$ cat src/rtl/rv32i_types.sv
// Shared types and sizing for the L2 eviction-write-buffer memory arbiter.
package rv32i_types;

  localparam int unsigned EWB_WIDTH  = 256;
  localparam int unsigned EWB_INDEX  = 2;
  localparam int unsigned EWB_OFFSET = 5;
  localparam int unsigned EWB_LINE_W = 32 - EWB_OFFSET;

  typedef enum logic [1:0] {
    IDLE,
    READ,
    WRITE
  } ewb_arb_state_t;

  // Registered physical-memory request (command + line-aligned address).
  typedef struct packed {
    logic        read;
    logic        write;
    logic [31:0] address;
  } pmem_req_t;

endpackage

$ cat src/rtl/ewb_addr_tracker.sv
// Shadow ring of line addresses queued in the EWB; flags entries matching a query.
module ewb_addr_tracker
  import rv32i_types::*;
#(
  parameter int unsigned INDEX  = EWB_INDEX,
  parameter int unsigned LINE_W = EWB_LINE_W
) (
  input  logic                  clk,
  input  logic                  rst,
  input  logic                  push,
  input  logic [LINE_W-1:0]     push_addr,
  input  logic                  pop,
  input  logic [LINE_W-1:0]     query_addr,
  output logic [LINE_W-1:0]     head_addr,
  output logic [INDEX:0]        count,
  output logic [(2**INDEX)-1:0] match
);

  localparam int unsigned DEPTH = 2 ** INDEX;

  logic [INDEX:0]      wr_ptr;
  logic [INDEX:0]      rd_ptr;
  logic [LINE_W-1:0]   ring [DEPTH];
  logic [INDEX-1:0]    rel  [DEPTH];

  // Pointers carry one extra wrap bit so full and empty are distinguishable.
  always_ff @(posedge clk) begin
    if (rst) begin
      wr_ptr <= '0;
      rd_ptr <= '0;
    end else begin
      if (push) wr_ptr <= wr_ptr + (INDEX+1)'(1);
      if (pop)  rd_ptr <= rd_ptr + (INDEX+1)'(1);
    end
  end

  always_ff @(posedge clk) begin
    if (push) ring[wr_ptr[INDEX-1:0]] <= push_addr;
  end

  assign head_addr = ring[rd_ptr[INDEX-1:0]];
  assign count     = wr_ptr - rd_ptr;

  // A slot is occupied when its distance from the head is below the count.
  always_comb begin
    match = '0;
    rel   = '{default: '0};
    for (int i = 0; i < DEPTH; i++) begin
      rel[i] = INDEX'(i) - rd_ptr[INDEX-1:0];
      if (({1'b0, rel[i]} < count) && (ring[i] == query_addr)) match[i] = 1'b1;
    end
  end

endmodule

$ cat src/rtl/ewb_mem_arbiter.sv
// Shares the pmem port between L2 read misses and EWB drains, blocking reads that
// would overtake a queued writeback of the same line.
module ewb_mem_arbiter
  import rv32i_types::*;
#(
  parameter int unsigned WIDTH  = EWB_WIDTH,
  parameter int unsigned INDEX  = EWB_INDEX,
  parameter int unsigned OFFSET = EWB_OFFSET
) (
  input  logic             clk,
  input  logic             rst,
  input  logic             l2_read,
  input  logic [31:0]      l2_address,
  output logic [WIDTH-1:0] l2_rdata,
  output logic             l2_resp,
  input  logic             evict_valid,
  input  logic             evict_ready,
  input  logic [31:0]      evict_address,
  input  logic             ewb_valid,
  input  logic [WIDTH-1:0] ewb_data,
  output logic             ewb_yumi,
  output logic             pmem_read,
  output logic             pmem_write,
  output logic [31:0]      pmem_address,
  output logic [WIDTH-1:0] pmem_wdata,
  input  logic [WIDTH-1:0] pmem_rdata,
  input  logic             pmem_resp
);

  localparam int unsigned LINE_W = 32 - OFFSET;

  ewb_arb_state_t           state_q, state_d;
  pmem_req_t                req_q, req_d;
  logic [WIDTH-1:0]         wdata_q, wdata_d;

  logic                     push;
  logic [LINE_W-1:0]        rd_line;
  logic [LINE_W-1:0]        evict_line;
  logic [LINE_W-1:0]        head_line;
  logic [INDEX:0]           shadow_count;
  logic [(2**INDEX)-1:0]    match;
  logic                     hazard;
  logic                     stalled_evict;
  logic                     unused_bits;

  assign push       = evict_valid & evict_ready;
  assign rd_line    = l2_address[31:OFFSET];
  assign evict_line = evict_address[31:OFFSET];

  ewb_addr_tracker #(
    .INDEX  (INDEX),
    .LINE_W (LINE_W)
  ) u_tracker (
    .clk        (clk),
    .rst        (rst),
    .push       (push),
    .push_addr  (evict_line),
    .pop        (ewb_yumi),
    .query_addr (rd_line),
    .head_addr  (head_line),
    .count      (shadow_count),
    .match      (match)
  );

  // The line being pushed this cycle counts as queued for hazard purposes.
  assign hazard        = l2_read & ((|match) | (push & (evict_line == rd_line)));
  assign stalled_evict = evict_valid & ~evict_ready & ewb_valid;

  // Completion strobes pass straight through in the pmem_resp cycle.
  assign l2_resp   = (state_q == READ) & pmem_resp;
  assign l2_rdata  = l2_resp ? pmem_rdata : '0;
  assign ewb_yumi  = (state_q == WRITE) & pmem_resp & ewb_valid;

  assign pmem_read    = req_q.read;
  assign pmem_write   = req_q.write;
  assign pmem_address = req_q.address;
  assign pmem_wdata   = wdata_q;

  always_ff @(posedge clk) begin
    if (rst) begin
      state_q <= IDLE;
      req_q   <= '0;
      wdata_q <= '0;
    end else begin
      state_q <= state_d;
      req_q   <= req_d;
      wdata_q <= wdata_d;
    end
  end

  // Next-state and registered request; transactions run to pmem_resp once started.
  always_comb begin
    state_d = state_q;
    req_d   = req_q;
    wdata_d = wdata_q;
    unique case (state_q)
      IDLE: begin
        if (l2_read && !hazard && !stalled_evict) begin
          state_d       = READ;
          req_d.read    = 1'b1;
          req_d.write   = 1'b0;
          req_d.address = {rd_line, {OFFSET{1'b0}}};
        end else if (ewb_valid) begin
          state_d       = WRITE;
          req_d.read    = 1'b0;
          req_d.write   = 1'b1;
          req_d.address = {head_line, {OFFSET{1'b0}}};
          wdata_d       = ewb_data;
        end
      end
      READ, WRITE: begin
        if (pmem_resp) begin
          state_d     = IDLE;
          req_d.read  = 1'b0;
          req_d.write = 1'b0;
        end
      end
      default: state_d = IDLE;
    endcase
  end

  assign unused_bits = ^{l2_address[OFFSET-1:0], evict_address[OFFSET-1:0], shadow_count};

endmodule

$ cat config.mk
export PLATFORM = sky130hd
export DESIGN_NAME = ewb_mem_arbiter
export DESIGN_NICKNAME = d
export VERILOG_FILES = /design/src/rtl/rv32i_types.sv /design/src/rtl/ewb_addr_tracker.sv /design/src/rtl/ewb_mem_arbiter.sv
export SDC_FILE = /design/constraint.sdc
export NUM_CORES = 1
export LEC_CHECK = 0
export ABC_AREA = 1
export CORE_AREA = 2 2 438 440
export CTS_CLUSTER_DIAMETER = 120
export DETAILED_ROUTE_END_ITERATION = 6
export DIE_AREA = 0 0 440 442
export HOLD_SLACK_MARGIN = 0.12
export REMOVE_ABC_BUFFERS = 1
export SYNTH_ARGS = -nofsm -noshare
export SYNTH_HDL_FRONTEND = slang
export SYNTH_SLANG_ARGS = --single-unit
$ cat constraint.sdc
create_clock -name clk -period 3.2 [get_ports clk]
set_clock_uncertainty 0.1 [all_clocks]
set_input_delay 0.64 -clock clk [delete_from_list [all_inputs] [get_ports clk]]
set_output_delay 0.64 -clock clk [all_outputs]
set_load 0.02 [all_outputs]
# Word level (Yosys, flattened, before mapping)
# Memory sizes are Yosys's and may differ from the RTL's. A register that Yosys moved wholly into a read port is not among the register bits.
# Index checks and enable logic that the tools add are counted.
# totals
mem_bits_rw,108
output_inout_bits,548
ff_bits,298
word_cells,72
in_bits,583
mem_count,1
# memory_table
name,words,word_bits,rd,rd_ports_with_merged_regs,write_ports,line,rtl
u_tracker.ring,4,27,5,1,1,ewb_addr_tracker.sv:23,logic [LINE_W-1:0] ring [DEPTH];
# op_classes
add_sub_neg,7
order_cmp,4
reduce_logical,17
bitwise_logic,11
mux,16
eq_ne,9
# ops
cell,count
$mux 256,1
$eq 27x27->1,5
$mux 34,2
$lt 2x3->1,4
$mux 2,5
$and 1x1->1,8
$pmux 2 s2,2
$add 3x1->3 const B,2
$logic_and 1x1->1,6
$mux 1,6
$reduce_and 3->1,2
$reduce_and 2->1,2
$reduce_bool 2->1,2
$reduce_or 4->1,1
$sub 1x2->2 const A,2
$sub 2x2->2 const A,2
$ne 3x3->1 const B,1
$sub 3x3->3,1
$eq 2x1->1 const B,1
$eq 2x2->1 const B,1
$logic_not 1->1,2
$logic_not 2->1,1
$ne 2x2->1 const B,1
$not 1->1,2
2 further kinds,2

# Logic depth before layout (Yosys ltp)
# Gate-level depths: netlist of the first run.
# depth
ltp_word,12
depth_mapped,20
mapped_depth_nobuf,19

# Cells and area by module
# A second synthesis of the first run with hierarchy kept.
# hier_totals
cells_unflattened,3368
hier_area_um2,21095.2
# modules_own_cells
mod,area_each_um2,cells_per_inst,seq_area_each_um2,n_inst
ewb_mem_arbiter,14740.4,2625,5745.5,1
ewb_addr_tracker,6354.8,743,3403.3,1

# Worst setup path after synthesis of the first run
# Ideal clock, no wire load.
# synth_path
path_type,register -> register
from,register u_tracker.wr_ptr[0]
to,"register req_q, in the netlist pmem_address[11]"
synth_period_minus_slack_ns,2.818
n_path_buf,1
t_arrival_ns,2.606
path_stages_with_launch,17
path_slack_ns,0.382
required_ns,2.988
setup_ns,0.112
cell_sequence,dfxtp_1 > inv_1 > nand2_1 > fa_1 > inv_1 > ha_1 > a21oi_1 > or2_0 > nand3_1 > nor2_1 > nor2_1 > nand2_1 > nand2_2 > buf_1 > nand3_1 > nor2_1 > nor2_1
# synth_via
elab_chain_len,12
elab_cells_between_ends,22
classes_between,add/sub: 1; order compare: 4; mux: 5; bitwise: 2; reduce/logical: 10
# synth_rtl
element,line,rtl
from (decl),ewb_addr_tracker.sv:21,logic [INDEX:0] wr_ptr;
from (signal assigned),ewb_addr_tracker.sv:32,if (push) wr_ptr <= wr_ptr + (INDEX+1)'(1);
$sub 3x3->3 *,ewb_addr_tracker.sv:42,assign count = wr_ptr - rd_ptr;
$lt 2x3->1,ewb_addr_tracker.sv:50,"if (({1'b0, rel[i]} < count) && (ring[i] == query_addr)) match[i] = 1'b1;"
$logic_and 1x1->1,ewb_addr_tracker.sv:50,
$mux 1,ewb_addr_tracker.sv:50,
$reduce_or 4->1 *,ewb_mem_arbiter.sv:66,assign hazard = l2_read & ((|match) | (push & (evict_line == rd_line)));
$or 1x1->1 *,ewb_mem_arbiter.sv:66,
$and 1x1->1 *,ewb_mem_arbiter.sv:66,
$logic_not 1->1 *,ewb_mem_arbiter.sv:98,if (l2_read && !hazard && !stalled_evict) begin
$logic_and 1x1->1 * (2 in a row),ewb_mem_arbiter.sv:98,
$reduce_bool 2->1 (no source line),--,
$reduce_and 2->1 (no source line),--,
to (signal assigned),ewb_mem_arbiter.sv:86,req_q <= req_d;
to (decl),ewb_mem_arbiter.sv:33,"pmem_req_t req_q, req_d;"
# Every way passes the cells marked *; elsewhere a longest branch is shown, timed or not.
# A chain may end at the register's enable or synchronous reset.

# Worst setup path in the final report of the first run
# layout_path
from,register state_q[1]
to,output port l2_rdata[159]
# layout_via
elab_chain_len,3
# layout_rtl
element,line,rtl
from (decl),ewb_mem_arbiter.sv:32,"ewb_arb_state_t state_q, state_d;"
from (signal assigned),ewb_mem_arbiter.sv:85,state_q <= state_d;
$eq 2x1->1,ewb_mem_arbiter.sv:70,assign l2_resp = (state_q == READ) & pmem_resp;
$and 1x1->1,ewb_mem_arbiter.sv:70,
$mux 256,ewb_mem_arbiter.sv:71,assign l2_rdata = l2_resp ? pmem_rdata : '0;
to (decl),ewb_mem_arbiter.sv:14,"output logic [WIDTH-1:0] l2_rdata,"
# Every way passes these cells.

==> results of run 1 <==
==> power breakdown <==
group	switching, mW	leakage [nW]	internal [mW]
Combinational	3.50	14.0	2.71
Sequential	0.265	3.41	5.73
Clock	2.60	0.873	3.52
Total	6.37	18.3	12.0
==> through the flow <==
step                TNS (ns)  instances
floorplan           -2216.19       3011
global placement     -119.25       6820
detailed placement   -109.64       6820
CTS                   -0.317       6934
global route          -0.633       6952
finish                     0       6972
==> final cells by class <==
cell class                      instances  share of cell area [%]
Multi-Input combinational cell       1992                    22.1
Clock inverter                         15                   0.392
Sequential cell                       403                    23.1
Inverter                              616                    5.86
Clock buffer                           84                    4.10
Timing Repair Buffer                 1326                    36.3
Antenna cell                           25                   0.158
Tap cell                             2511                    7.93
==> layer usage <==
layer	global-route usage [%]	vias to the layer above	routed length [um]
met5	0	-	157
met4	4.47	24	5380
met3	7.35	246	19900
met2	30.9	923	88200
met1	21.2	11000	71700
li1	-	11600	-
==> sequential cells by signal, summed over array words and instances (netlist names), named ones only <==
register and count:
pmem_wdata 256, pmem_write 1, u_tracker.rd_ptr 3, u_tracker.ring 108
pmem_read 1, state_q 2, pmem_address 27, u_tracker.wr_ptr 3
==> kinds of logic after synthesis <==
logic type	count (synthesis)
buffers and inverters	791
adders and majority gates	14
and+or+nand+nor	1756
xor gates and xnor gates	101
AOI/OAI and AO/OA	116
other	1
DFF	403
==> worst max-delay path: stages (launching register included) <==
cell and delay [ns]:
dfxtp_1 0.33, inv_2 0.09, ha_4 0.16, nand2_8 0.14, clkbuf_16 0.28, nor2_1 0.47
buf_12 0.19
==> layout by cell type, fill, tap and decap left out, types with 15 or more instances in the layout <==
master | netlist | layout
buf_12 | 0 | 138
buf_4 | 5 | 227
clkbuf_1 | 80 | 15
clkbuf_16 | 0 | 66
clkdlybuf4s50_1 | 0 | 857
dfxtp_1 | 295 | 291
diode_2 | 0 | 25
dlygate4sd2_1 | 0 | 53
edfxtp_1 | 108 | 108
inv_1 | 601 | 596
inv_2 | 14 | 17
nand2_1 | 728 | 700
nand2_2 | 2 | 25
nand3_1 | 39 | 39
nor2_1 | 971 | 914
nor2_2 | 0 | 48
o21ai_0 | 64 | 64
o22ai_1 | 26 | 26
xnor2_1 | 54 | 54
xor2_1 | 47 | 47
==> final timing paths <==
check	startpoint	to	cells after the start
setup reg to reg	u_tracker.wr_ptr[0]	pmem_wdata[49]	19
setup / recovery	state_q[1]	l2_rdata[159]	6
hold / removal	u_tracker.rd_ptr[2]	u_tracker.rd_ptr[2]	2
hold reg to reg	u_tracker.rd_ptr[2]	u_tracker.rd_ptr[2]	2
==> what timing repair did <==
action | CTS | global route
endpoints found under the hold margin | 0 | 0
endpoints found under the setup margin | 377 | 241
setup buffers | 12 | 4
pin swaps | 16 | 30
resized for setup | 144 | 114
cloned | 5 | 12
==> flow_summary.json, run 1 <==
{
  "utilization_pct": 20.9,
  "gr-total-overflow": 0,
  "worstPathArrival_ns": 2.43,
  "yosysMostFrequentCell": "nor2_1",
  "timing.fmax_mhz": 316,
  "drtAntennaViolNets": 0,
  "nets": 4990,
  "dpl_worst_slack_ns": -0.542,
  "synth_edf_count": 108,
  "synth_top_area_share_pct": 28.6,
  "root_buffer": "clkbuf_16",
  "hold_ws_ns": 0.377,
  "syn_inst": 3182,
  "rsz0062_at_grt": "yes",
  "drt_iter0_markers": 1545,
  "area_growth_pct": 92.2,
  "place_hpwl_um": 161000,
  "synthXorXnorAreaFrac_pct": 4.29,
  "io_pins": 1131,
  "io_buffers": 1115,
  "num_rows": 160,
  "period_needed_ns": 3.17,
  "synth_simple_gate_area_share_pct": 32.4,
  "drc": 0,
  "fin_crit_sh_pct": 99.0,
  "synth.avg_cell_area_um2": 6.48,
  "synth_fa_ha_area_share_pct": 0.886,
  "place.gp.congestion": 0.985,
  "grt_max_degree": 79,
  "cap_violations": 0,
  "ctsHoldBuffers": 0,
  "htreeDepth": 2,
  "powerDensity_mw_per_mm2": 463,
  "start_util_pct": 10.9,
  "synth_seq_cells": 403,
  "synth_top_cell_by_area": "dfxtp_1",
  "die_y_um": 442,
  "cp_max_fo": 27,
  "setup_violations": 0,
  "finalHoldViolCount": 0,
  "yosys_most_used_dff": "dfxtp_1",
  "postPlaceCellArea_mm2": 0.0368,
  "fp.dieW_um": 440,
  "dieArea_mm2": 0.194,
  "design_area_mm2": 0.0396,
  "cts_sinks": 403,
  "crit_type": "reg2out",
  "synth_cell_types": 27,
  "yosysWarnings": 0,
  "worstPathRequired_ns": 2.46,
  "max_slew_margin_pct": 52.1,
  "synth-compound-area-share_pct": 2.99,
  "layout-drive-gt1-share_pct": 14.0,
  "path_clk_slew_ns": 0.06,
  "clock_path_buffers": 3,
  "ir_drop_uv": 407,
  "p_total_mw": 18.3,
  "endpoint_kind": "primary output",
  "leakage_nw": 18.3,
  "track_usage_pct": 18.2,
  "synth_area_leaders": "dfxtp_1, nor2_1, edfxtp_1",
  "critPathLaunchType": "flip-flop",
  "grt_pass1_wl_um": 232000,
  "fillers": 21100,
  "synth_top_cells_by_count": "nor2_1, nand2_1, inv_1",
  "avgViaCountPerCell": 3.42,
  "multi_input_area_mm2": 0.00877,
  "drt_wl_total_um": 185000,
  "antenna_found_initial": 109,
  "grt_pass1_vias": 22800,
  "ys_seq_area_share_pct": 44.4,
  "vias": 23900,
  "reg2reg_slack_ns": 0.09,
  "core_mm2": 0.190,
  "synth_top_family_by_area": "simple AND/OR/NAND/NOR gates",
  "dr.pass1.iters": 7,
  "async_flop_share_pct": 0,
  "status": "completed",
  "wire_per_inst_um": 26.6,
  "slew_violations": 0,
  "seqCellArea_mm2": 0.00915,
  "fin_ws_ns": 0.0314,
  "synth_mux_area_share_pct": 0,
  "synth_area_mm2": 0.0206,
  "hold_class": "reg2reg",
  "cts_tree": "built",
  "tightest_slew_ns": 0.716,
  "clock_latency_ns": 0.69,
  "numCtsBuffers": 54
}
(Power assumes the default switching activity.)
==> run 2: changes to the inputs <==
PLACE_DENSITY_LB_ADDON = 0.1   (was not set)
==> flow_summary.json, run 2 (synthesized netlist as in run 1, its figures left out) <==
{
  "status": "finished, violations left",
  "violations": "setup timing",
  "place.gp.congestion": 0.795,
  "grt_max_degree": 56,
  "avgViaCountPerCell": 3.31,
  "hold_ws_ns": 0.377,
  "track_usage_pct": 14.6,
  "antenna_found_initial": 52,
  "setup_violations": 6,
  "vias": 23400,
  "fin_crit_sh_pct": 100,
  "drt_wl_total_um": 151000,
  "cp_max_fo": 7,
  "cts_sinks": 403,
  "worstPathArrival_ns": 3.71,
  "whs_path_depth": 2,
  "die_y_um": 442,
  "period_needed_ns": 3.21,
  "critPathLaunchType": "flip-flop",
  "drtAntennaViolNets": 0,
  "nets": 5096,
  "final_common_cell": "nor2_1",
  "worstPathRequired_ns": 3.70,
  "slew_violations": 0,
  "core_mm2": 0.190,
  "powerDensity_mw_per_mm2": 464,
  "leakage_nw": 20.1,
  "area_growth_pct": 97.0,
  "finalHoldViolCount": 0,
  "max_slew_margin_pct": 54.0,
  "grt_pass1_vias": 23400,
  "wire_per_inst_um": 21.4,
  "ctsHoldBuffers": 0,
  "num_rows": 160,
  "place_hpwl_um": 123000,
  "rsz0062_at_grt": "yes",
  "root_buffer": "clkbuf_16",
  "fp.dieW_um": 440,
  "dr.pass1.iters": 4,
  "drt_iter0_markers": 849,
  "cap_violations": 0,
  "endpoint_kind": "flip-flop",
  "hold_class": "reg2reg",
  "dieArea_mm2": 0.194,
  "start_util_pct": 10.9,
  "timing.fmax_mhz": 311,
  "grt_pass1_wl_um": 196000,
  "htreeDepth": 2,
  "numCtsBuffers": 57,
  "io_pins": 1131,
  "utilization_pct": 21.4,
  "clock_latency_ns": 0.67,
  "ir_drop_uv": 407,
  "final_cell_mix": "nor2_1, clkdlybuf4s50_1, nand2_1",
  "reg2reg_depth": 18,
  "fillers": 21300,
  "io_buffers": 1115,
  "path_clk_slew_ns": 0.06,
  "gr-total-overflow": 0,
  "largest_register_ffs": 256,
  "layout-drive-gt1-share_pct": 14.6,
  "drc": 0,
  "cts_tree": "built",
  "crit_type": "reg2reg",
  "fin_ws_ns": -0.0143,
  "clock_path_buffers": 3,
  "tightest_slew_ns": 0.689
}
[run 2: cell count changes in the layout (fill, tap and decap cells not counted), sizes merged, moves of 5 or more]
cell | before | now
dlygate4sd2 | 53 | 114
dlymetal6s2s | 0 | 66
inv | 623 | 618
clkdlybuf4s15 | 5 | 0
buf | 397 | 367
clkbuf | 98 | 110
diode | 25 | 3
[run 2: final cells by class]
type,count,area (um2),area share [%]
multi-input cells,1992,9060,22.3
flip-flops and latches,403,9150,22.5
inverters,616,2320,5.71
well taps,2511,3140,7.74
clock inverters,15,178,0.438
repair buffers,1429,15100,37.1
clock buffers,88,1700,4.17
diodes,3,7.51,0.0185
[run 2: routing by layer]
layer  vias to the layer above  track usage, %  part of all wire, %
li1                      11800               -                    -
met1                     10600            14.1                   35
met2                       769            28.5                   54
met3                       208            4.52                  7.1
met4                        26            5.54                  4.3
met5                         -               0                 0.10
[run 2: final timing paths]
check / endpoint / from / slack (ns)
worst max-delay path: pmem_wdata[56] / u_tracker.rd_ptr[1] / -0.01
worst min-delay path: u_tracker.rd_ptr[2] / u_tracker.rd_ptr[2] / 0.38
worst max register to register: pmem_wdata[56] / u_tracker.rd_ptr[1] / -0.01
worst min register to register: u_tracker.rd_ptr[2] / u_tracker.rd_ptr[2] / 0.38
[run 2: critical path, cell delays in order (launching register included)]
cell       delay, ns
dfxtp_2         0.34
inv_2           0.05
fa_1            0.55
inv_2           0.09
ha_4            0.27
a21oi_2         0.03
o211ai_1        0.22
nand3_1         0.14
nor2_1          0.13
nor2_2          0.06
nand3_2         0.10
nand3_4         0.18
buf_12          0.23
buf_12          0.15
clkbuf_16       0.17
buf_6           0.13
nand2_2         0.04
nand2_1         0.04
nor2_1          0.11
[run 2: repair_timing]
action | 4_1_cts | 5_1_grt
gates cloned | 0 | 25
setup endpoints to repair | 191 | 328
gates resized for setup | 121 | 331
buffers inserted | 0 | 11
pin swaps | 0 | 40
[run 2: metrics by stage]
stage | TNS (ns) | total power [mW] | area [um2] | instances | worst slack (ns)
finish | -0.0357 | 18.8 | 40600 | 7057 | -0.0143
global route | -17.90 | 19.9 | 40600 | 7056 | -0.178
CTS | -8.91 | 18.8 | 38900 | 7020 | -0.161
detailed placement | -100.82 | 12.0 | 37100 | 6917 | -0.555
global placement | -100.45 | 12.0 | 37100 | 6917 | -0.592
floorplan | -2216.19 | 8.76 | 19800 | 3011 | -5.49
[run 2: power breakdown]
part | switching, mW | internal (mW)
sequential | 0.275 | 5.73
combinational | 3.38 | 2.88
clock | 2.71 | 3.87
total | 6.36 | 12.5
